<file path="config.mk">
export PLATFORM = sky130hd
export DESIGN_NAME = sram_march_bist
export DESIGN_NICKNAME = d
export VERILOG_FILES = /design/src/rtl/sram_bist_pkg.sv /design/src/rtl/sram_bist_addr_gen.sv /design/src/rtl/sram_march_bist.sv
export SDC_FILE = /design/constraint.sdc
export NUM_CORES = 1
export LEC_CHECK = 0
export CORE_MARGIN = 2
export CORE_UTILIZATION = 40
export DETAILED_ROUTE_END_ITERATION = 12
export PLACE_DENSITY = 0.68
export SYNTH_ARGS = -nofsm -noshare
export SYNTH_HDL_FRONTEND = slang
export SYNTH_SLANG_ARGS = --single-unit
</file>
<file path="constraint.sdc">
create_clock -name clk -period 8.32 [get_ports clk]
set_input_delay 1.664 -clock clk [delete_from_list [all_inputs] [get_ports clk]]
set_output_delay 1.664 -clock clk [all_outputs]
set_load 0.05 [all_outputs]
</file>
<file path="src/rtl/sram_bist_pkg.sv">
// Shared definitions for the March C- SRAM self-test sequencer:
// FSM state codes, per-element march descriptors and the background helper.
package sram_bist_pkg;

    typedef logic [3:0] bist_state_t;

    localparam bist_state_t S_IDLE  = 4'd0;
    localparam bist_state_t S_M0    = 4'd1;
    localparam bist_state_t S_M1    = 4'd2;
    localparam bist_state_t S_M2    = 4'd3;
    localparam bist_state_t S_M3    = 4'd4;
    localparam bist_state_t S_M4    = 4'd5;
    localparam bist_state_t S_M5    = 4'd6;
    localparam bist_state_t S_DRAIN = 4'd7;
    localparam bist_state_t S_DONE  = 4'd8;

    localparam int         NUM_ELEMS = 6;
    localparam logic [2:0] LAST_ELEM = 3'(NUM_ELEMS - 1);

    // Element descriptors, bit k describes march element Mk.
    // Vectors are padded to 8 bits so any 3-bit element index stays in range;
    // the padding bits are zero (no access).
    //   M0 (w0) up, M1 (r0,w1) up, M2 (r1,w0) up,
    //   M3 (r0,w1) down, M4 (r1,w0) down, M5 (r0) up
    localparam logic [7:0] ELEM_DOWN   = 8'b0001_1000;
    localparam logic [7:0] ELEM_RD_POL = 8'b0001_0100;
    localparam logic [7:0] ELEM_WR_POL = 8'b0000_1010;
    localparam logic [7:0] ELEM_HAS_RD = 8'b0011_1110;
    localparam logic [7:0] ELEM_HAS_WR = 8'b0001_1111;

    // One bit of the data pattern: polarity 0 gives the background, 1 its inverse.
    function automatic logic bg_bit(input logic bg, input logic pol);
        return bg ^ pol;
    endfunction

endpackage

</file>
<file path="src/rtl/sram_bist_addr_gen.sv">
// Address generator for the March sequencer: ADDR_W-bit up/down counter
// with load-to-start-address, step enable and an end-of-element flag.
module sram_bist_addr_gen #(
    parameter int ADDR_W = 10
) (
    input  logic              clk,
    input  logic              rst_n,
    input  logic              load,
    input  logic              load_down,
    input  logic              step,
    input  logic              down,
    output logic [ADDR_W-1:0] addr,
    output logic              last
);

    localparam logic [ADDR_W-1:0] ADDR_ONE = ADDR_W'(1);

    logic [ADDR_W-1:0] addr_reg;

    // Counter: load jumps to the element's start address, step moves one word.
    always_ff @(posedge clk) begin
        if (!rst_n) begin
            addr_reg <= '0;
        end else if (load) begin
            addr_reg <= load_down ? '1 : '0;
        end else if (step) begin
            addr_reg <= down ? (addr_reg - ADDR_ONE) : (addr_reg + ADDR_ONE);
        end
    end

    assign addr = addr_reg;
    // The final address of the sweep ends the element instead of wrapping.
    assign last = down ? (addr_reg == '0) : (addr_reg == '1);

endmodule

</file>
<file path="src/rtl/sram_march_bist.sv">
// March C- self-test sequencer for the single-port SRAM macro.
// Owns the macro port while busy, runs M0..M5, compares reads one cycle
// later and reports a sticky pass/fail when done.
// Optional feature macro: SRAM_BIST_FAIL_LOG_EN (capture of first failing
// address and raw read data); when undefined fail_addr/fail_data read 0.
module sram_march_bist
    import sram_bist_pkg::*;
#(
    parameter int                ADDR_W = 10,
    parameter int                DATA_W = 8,
    parameter logic [DATA_W-1:0] BG     = '0
) (
    input  logic              clk,
    input  logic              rst_n,
    input  logic              start,
    output logic              busy,
    output logic              done,
    output logic              pass,
    output logic [ADDR_W-1:0] fail_addr,
    output logic [DATA_W-1:0] fail_data,
    output logic              sram_men,
    output logic              sram_wen,
    output logic              sram_ren,
    output logic [ADDR_W-1:0] sram_addr,
    output logic [DATA_W-1:0] sram_din,
    input  logic [DATA_W-1:0] sram_dout
);

    bist_state_t       state_reg;
    logic              phase_reg;      // 0: read slot, 1: write slot of a r,w pair
    logic              fail_seen_reg;
    logic              cmp_valid_reg;
    logic [DATA_W-1:0] cmp_exp_reg;

    logic              is_march;
    logic              start_take;
    logic [2:0]        elem_idx;
    logic [2:0]        elem_next;
    logic              cur_down;
    logic              cur_has_rd;
    logic              cur_has_wr;
    logic              rd_pol;
    logic              wr_pol;
    logic              op_read;
    logic              op_write;
    logic              addr_done;
    logic              elem_end;
    logic              mismatch;
    logic              ag_load;
    logic              ag_load_down;
    logic              ag_step;
    logic              addr_last;
    logic [ADDR_W-1:0] cur_addr;
    logic [DATA_W-1:0] rd_pat;
    logic [DATA_W-1:0] wr_pat;

    assign is_march   = (state_reg >= S_M0) && (state_reg <= S_M5);
    assign start_take = start && ((state_reg == S_IDLE) || (state_reg == S_DONE));

    // Element index is only meaningful while is_march; outside it the
    // descriptors are never consulted for an access.
    assign elem_idx   = 3'(state_reg - S_M0);
    assign elem_next  = elem_idx + 3'd1;
    assign cur_down   = ELEM_DOWN[elem_idx];
    assign cur_has_rd = ELEM_HAS_RD[elem_idx];
    assign cur_has_wr = ELEM_HAS_WR[elem_idx];
    assign rd_pol     = ELEM_RD_POL[elem_idx];
    assign wr_pol     = ELEM_WR_POL[elem_idx];

    // In a r,w element the read takes the first cycle, the write the second.
    assign op_read   = is_march && cur_has_rd && (!cur_has_wr || !phase_reg);
    assign op_write  = is_march && cur_has_wr && (!cur_has_rd || phase_reg);
    assign addr_done = op_write || (op_read && !cur_has_wr);
    assign elem_end  = addr_done && addr_last;

    assign ag_load      = start_take || (elem_end && (elem_idx != LAST_ELEM));
    assign ag_load_down = start_take ? 1'b0 : ELEM_DOWN[elem_next];
    assign ag_step      = addr_done && !addr_last;

    sram_bist_addr_gen #(
        .ADDR_W (ADDR_W)
    ) u_addr_gen (
        .clk       (clk),
        .rst_n     (rst_n),
        .load      (ag_load),
        .load_down (ag_load_down),
        .step      (ag_step),
        .down      (cur_down),
        .addr      (cur_addr),
        .last      (addr_last)
    );

    // Per-bit data patterns for the current element's read and write.
    genvar gi;
    generate
        for (gi = 0; gi < DATA_W; gi++) begin : g_pat
            assign rd_pat[gi] = bg_bit(BG[gi], rd_pol);
            assign wr_pat[gi] = bg_bit(BG[gi], wr_pol);
        end
    endgenerate

    // Sequencer FSM: IDLE -> M0..M5 -> DRAIN -> DONE, restartable from DONE.
    always_ff @(posedge clk) begin
        if (!rst_n) begin
            state_reg <= S_IDLE;
            phase_reg <= 1'b0;
        end else begin
            case (state_reg)
                S_IDLE, S_DONE: begin
                    if (start) begin
                        state_reg <= S_M0;
                        phase_reg <= 1'b0;
                    end
                end
                S_M0, S_M1, S_M2, S_M3, S_M4, S_M5: begin
                    phase_reg <= op_read && cur_has_wr;
                    if (elem_end) begin
                        state_reg <= (elem_idx == LAST_ELEM) ? S_DRAIN : (state_reg + 4'd1);
                    end
                end
                S_DRAIN: begin
                    state_reg <= S_DONE;
                end
                default: begin
                    state_reg <= S_IDLE;
                    phase_reg <= 1'b0;
                end
            endcase
        end
    end

    // One-stage compare pipeline: remember what each read should return.
    always_ff @(posedge clk) begin
        if (!rst_n) begin
            cmp_valid_reg <= 1'b0;
            cmp_exp_reg   <= '0;
        end else begin
            cmp_valid_reg <= op_read;
            if (op_read) begin
                cmp_exp_reg <= rd_pat;
            end
        end
    end

    assign mismatch = cmp_valid_reg && (sram_dout != cmp_exp_reg);

    // Sticky failure flag, cleared when a new test starts.
    always_ff @(posedge clk) begin
        if (!rst_n) begin
            fail_seen_reg <= 1'b0;
        end else if (start_take) begin
            fail_seen_reg <= 1'b0;
        end else if (mismatch) begin
            fail_seen_reg <= 1'b1;
        end
    end

`ifdef SRAM_BIST_FAIL_LOG_EN
    logic [ADDR_W-1:0] cmp_addr_reg;
    logic [ADDR_W-1:0] fail_addr_reg;
    logic [DATA_W-1:0] fail_data_reg;

    // Address of the read currently in the compare stage.
    always_ff @(posedge clk) begin
        if (!rst_n) begin
            cmp_addr_reg <= '0;
        end else if (op_read) begin
            cmp_addr_reg <= cur_addr;
        end
    end

    // Capture only the first mismatch after start; hold it until restart.
    always_ff @(posedge clk) begin
        if (!rst_n) begin
            fail_addr_reg <= '0;
            fail_data_reg <= '0;
        end else if (start_take) begin
            fail_addr_reg <= '0;
            fail_data_reg <= '0;
        end else if (mismatch && !fail_seen_reg) begin
            fail_addr_reg <= cmp_addr_reg;
            fail_data_reg <= sram_dout;
        end
    end

    assign fail_addr = fail_addr_reg;
    assign fail_data = fail_data_reg;
`else
    assign fail_addr = '0;
    assign fail_data = '0;
`endif

    assign busy = (state_reg != S_IDLE) && (state_reg != S_DONE);
    assign done = (state_reg == S_DONE);
    assign pass = (state_reg == S_DONE) && !fail_seen_reg;

    // Macro port is driven only during march elements; quiet otherwise.
    assign sram_men  = is_march;
    assign sram_wen  = op_write;
    assign sram_ren  = op_read;
    assign sram_addr = is_march ? cur_addr : '0;
    assign sram_din  = op_write ? wr_pat : '0;

endmodule

</file>
* Yosys cells after proc, flatten, opt, wreduce, memory -nomap -nowiden
Memories as Yosys holds them, arrays and structs flattened. A register that Yosys moved wholly into a read port is not among the register bits.
Cells that the tools add are included.
W data, S select, Z words.
** Storage, ports and cells
- Memories :: 6
- Memory bits (read-only) :: 48
- Register bits :: 17
** Memories
- (name not given) :: words 8, bits a word 1, read ports 1, clocked after memory_dff 0, write ports 0, line sram_march_bist.sv:77 : assign ag_load_down = start_take ? 1'b0 : ELEM_DOWN[elem_next];
- (name not given) :: words 8, bits a word 1, read ports 1, clocked after memory_dff 0, write ports 0, line sram_march_bist.sv:68 : assign wr_pol = ELEM_WR_POL[elem_idx];
- (name not given) :: words 8, bits a word 1, read ports 1, clocked after memory_dff 1, write ports 0, line sram_march_bist.sv:67 : assign rd_pol = ELEM_RD_POL[elem_idx];
- (name not given) :: words 8, bits a word 1, read ports 1, clocked after memory_dff 0, write ports 0, line sram_march_bist.sv:66 : assign cur_has_wr = ELEM_HAS_WR[elem_idx];
- (name not given) :: words 8, bits a word 1, read ports 1, clocked after memory_dff 0, write ports 0, line sram_march_bist.sv:65 : assign cur_has_rd = ELEM_HAS_RD[elem_idx];
- (name not given) :: words 8, bits a word 1, read ports 1, clocked after memory_dff 0, write ports 0, line sram_march_bist.sv:64 : assign cur_down = ELEM_DOWN[elem_idx];
** Cells by class
- $add $sub $neg :: 5
- Bitwise gates (word level) :: 2
- Equal/unequal tests :: 15
- Reduce and logical (&&, ||, !) cells :: 34
- Multiplexer cells :: 19
- $lt $le $gt $ge :: 4
** Operators by type and width (number)
- $mux W10 :: 5
- $eq A4 B3 Y1 const B :: 4
- $logic_and A1 B1 Y1 :: 14
- $mux W4 :: 3
- $pmux W4 S3 :: 1
- $add A10 B1 Y10 const B :: 1
- $eq A10 B10 Y1 const B :: 1
- $logic_not A10 Y1 :: 1
- $sub A10 B1 Y10 const B :: 1
- $eq A4 B2 Y1 const B :: 2
- $lt A3 B4 Y1 const B :: 2
- $mux W1 :: 8
- $mux W8 :: 1
- $ne A8 B8 Y1 :: 1
- $logic_not A1 Y1 :: 6
- $reduce_or A6 Y1 :: 1
- $logic_or A1 B1 Y1 :: 5
- $add A4 B1 Y4 const B :: 1
- $eq A4 B1 Y1 const B :: 1
- $eq A4 B4 Y1 const B :: 1
- $ge A4 B1 Y1 const B :: 1
- $le A4 B3 Y1 const B :: 1
- $logic_not A4 Y1 :: 1
- $ne A2 B2 Y1 const B :: 2
- other kinds (11) :: 14

* Longest topological paths before layout
- Depth in word-level cells :: 12
- Mapped depth :: 11
- Depth with buffers taken out :: 11

* Modules after synthesis
Synthesis repeated with hierarchy kept, for this count alone.
** Second synthesis, totals
- Cells, all modules :: 244
- Area total of the unflattened synthesis :: 1879.3 µm²
** By module, submodules not included
- sram_march_bist :: times used 1, sequential area each 160.2 µm², cells an instance 142, area each 1037.2 µm²
- sram_bist_addr_gen :: times used 1, sequential area each 200.2 µm², cells an instance 102, area each 842.1 µm²

* Worst setup path before layout
Ideal clock, no wire load.
- Kind :: register to output
- From :: register state_reg[0]
- To :: output port sram_din[1]
- Data arrival time :: 3.715 ns
- Required time :: 6.656 ns
- Setup slack :: 2.941 ns
- Stages on the path, launching flop included :: 7
- Buffers on the path :: 1
- Cell sequence :: dfxtp_1 inv_1 ha_1 nor3b_1 a211o_2 nor4_1 buf_4
** On the way
- Cells in the longest elaborated chain, start to end :: 7
- Elaborated cells between the ends (all ways) :: 15
** RTL lines
- from (decl) :: line sram_march_bist.sv:29 : bist_state_t state_reg;
- from (signal assigned) :: line sram_march_bist.sv:118 : state_reg <= (elem_idx == LAST_ELEM) ? S_DRAIN : (state_reg + 4'd1);
- $sub A3 B1 Y3 :: line sram_march_bist.sv:62 : assign elem_idx = 3'(state_reg - S_M0);
- $mem_v2 Z8 W1
- $mux W1 (implied by the code) :: line sram_march_bist.sv:65
- $logic_not A1 Y1 :: line sram_march_bist.sv:72 : assign op_write = is_march && cur_has_wr && (!cur_has_rd || phase_reg);
- $logic_or A1 B1 Y1 :: line sram_march_bist.sv:72
- $logic_and A1 B1 Y1 :: line sram_march_bist.sv:72
- $mux W8 (*) :: line sram_march_bist.sv:202 : assign sram_din = op_write ? wr_pat : '0;
- to (decl) :: line sram_march_bist.sv:25 : output logic [DATA_W-1:0] sram_din,
Mark *: on every way between the ends. The rest lies on a longest branch, timed or not. The select of a mux whose other input is x is not followed.

* Worst setup path after layout
- From :: register state_reg[0]
- To :: output port sram_din[3]
Same word-level chain as after synthesis.

==> key figures <==
Synth
  • Cell count after synthesis: 225
  • Flip-flop and latch count after synthesis: 18
  • Number of synthesized flops with an enable pin: 0
  • Netlist cell types: 53
  • Register area share after synthesis: 19.7%
  • Synth Warn #: 0
  • Synth async-reset ratio: 0%
  • Synth Flop Type: dfxtp_1
  • Cell area after synthesis: 1830 um2
  • Avg Inst Size Synth: 8.11 um2

STA
  • Fmax: 195 MHz
  • Finish-stage setup viols: 0
  • Final slew viol count: 0
  • RSZ-0062 raised after global routing: false
  • Worst Max-Slew Pin Slew: 981 ps
  • Final period util: 61.5%
  • Slew HR: 34.0%
  • Setup total negative slack: 0 ps
  • Final Critical Period: 5120 ps
  • Final Skew: 6.68 ps
  • Final Hold Vio Count: 0

Worst hold path
  • Hold_sp: cmp_exp_reg[0]$_SDFFE_PN0N_
  • Worst hold path type: register to register

Finish
  • Number of flip-flops in the largest register: 10
  • Area grow syn2layout: 16.9%
  • Final net count: 279
  • Filler cells: 432
  • Post-layout util: 48.7%
  • Share of layout cells above drive strength 1: 10.4%
  • Final non-filler cell area: 2130 um2
  • Multi-input gate area: 1270 um2
  • Seq. cell area: 360 um2
  • # diodes: 0

Power
  • Power Density: 373 nW/um2
  • Leak: 0.876 nW
  • Final Power: 0.000796 W
  • Peak supply drop: 0.106 mV

Route
  • First drt pass iteration count: 4
  • Via count: 1612
  • DR iter-0 viols: 77
  • WL per Instance: 13.3 um
  • Final ANT Viol Nets: 0
  • Drt via density: 5.32
  • Final WL: 4030 um
  • DR DRC count: 0

Critical path
  • FF-to-FF setup slack: 5070 ps
  • Critical path peak fanout: 8
  • R2R Path End: u_addr_gen.addr[2]$_SDFFE_PN0P_
  • Crit. End Element: primary output
  • R2R depth: 8
  • Worst r2r src: state_reg[1]$_SDFFE_PN0P_
  • Worst Path Required: 6660 ps
  • Worst setup path start: state_reg[0]$_SDFFE_PN0P_
  • Critical path startpoint category: register
  • Crit path kind: register to primary output
  • Crit path to: sram_din[3]
  • Crit path DAT: 3450 ps

Flow run
  • Max capacitance violation total: 0

GRT
  • Vias in the first global route: 1439
  • Global route overflow: 0
  • Gr usage total: 15.8%
  • Initial antenna violation count: 0
  • Largest net degree at the start of global routing: 14
  • First-pass GRT wire length: 6670 um

Clock network
  • Clock sink count: 18
  • Worst-path clk slew: 80 ps
  • Max Root-Sink Buffers: 2
  • Cts hold-fix bufs: 0
  • Number of setup buffers added after CTS: 0
  • Post-cts resize count: 0
  • Clk_lat worst skew: 260 ps
  • TritonCTS clock tree: yes
  • H-tree depth: 1
  • Clk Tree Root Cell: clkbuf_8
  • CTS Buf Count: 3

Floorplan
  • I/O pin count: 53
  • Core ar.: 4380 um2
  • # rows: 24
  • Die Y-Extent: 71.6 um
  • Initial Util: 41.6%
  • Die Wd: 71.6 um
  • Die area: 5120 um2

Placement
  • DP Area: 2080 um2
  • Port bufs: 34
  • DP HPWL: 3130 um
  • Gpl congestion: 0.915

Run status
  • Status: complete, no violations
cells by family (layout without fill, tap and decap cells):
kind of cell	after synthesis	count (layout)	synth area share (%)
xor+xnor	7	7	3.36
flops	18	18	19.7
mux	3	3	1.71
compound gates	51	51	23.2
simple gates	88	88	25.7
other cells	1	18	0.205
fa+ha+maj	17	17	12.0
buf+inv	40	49	14.1
power breakdown:
group / internal, W / leakage (nW) / switching (W)
combinational: 0.000215 / 0.699 / 0.000360
sequential: 0.000112 / 0.148 / 0.0000324
clock: 0.0000422 / 0.0288 / 0.0000343
total: 0.000370 / 0.876 / 0.000426
cells in the final DEF, fill, tap and decap left out, drive strengths merged, types with 6 or more instances in the layout:
cell / Yosys / layout
a21oi: 9 / 9
and2: 12 / 12
clkdlybuf4s50: 0 / 34
conb: 1 / 18
dfxtp: 18 / 18
ha: 15 / 15
inv: 11 / 11
nand2: 11 / 11
nand3: 7 / 7
nand4: 6 / 6
nor2: 21 / 21
nor3: 9 / 9
o21ai: 6 / 6
o221a: 11 / 11
worst min-delay path by stage:
stage,endpoint,cells after the start
after floorplan,fail_seen_reg$_SDFFE_PP0P_,2
after global placement,fail_seen_reg$_SDFFE_PP0P_,2
after detailed placement,cmp_exp_reg[0]$_SDFFE_PN0N_,2
after CTS,cmp_exp_reg[0]$_SDFFE_PN0N_,2
after global routing,fail_seen_reg$_SDFFE_PP0P_,2
final,cmp_exp_reg[0]$_SDFFE_PN0N_,2
through the flow:
step	cells	hold WS, ps	setup WS (ps)
final	303	519	3200
after global routing	303	549	2990
after CTS	303	527	3170
after detailed placement	299	517	3470
after global placement	299	502	3560
after floorplan	242	477	2940
cell type report:
cell class	instances	share of cell area, %
multi-input cells	184	59.6
flip-flops and latches	18	16.9
repair buffers	34	15.9
well taps	52	3.05
clock buffers	4	2.58
inverters	11	1.93
metal layers:
metal / global-route usage, % / wire length [um] / vias up
li1: - / - / 833
met1: 21.4 / 1950 / 728
met2: 27.3 / 1860 / 46
met3: 1.41 / 177 / 5
met4: 3.77 / 43 / 0
met5: 0 / 0 / -
critical path, stage by stage (launching register included):
cell	delay (ps)
dfxtp_1	470
inv_1	140
ha_1	240
nor3b_1	150
a211o_2	400
nor4_1	820
clkdlybuf4s50_1	960
cell usage after synthesis (4+ instances only):
cell	instances	area (um2)
o221a_2	9	101
nor3_1	9	45.0
inv_1	11	41.3
xnor2_1	4	35.0
nand4_1	6	37.5
nand2_1	11	41.3
ha_1	15	188
nor2_1	21	78.8
nand3_1	7	35.0
nor4_1	4	25.0
o21ai_0	5	25.0
a21oi_1	9	45.0
and2_1	12	75.1
dfxtp_1	18	360
buf_4	26	195
Power figures use the tool's default switching activity.
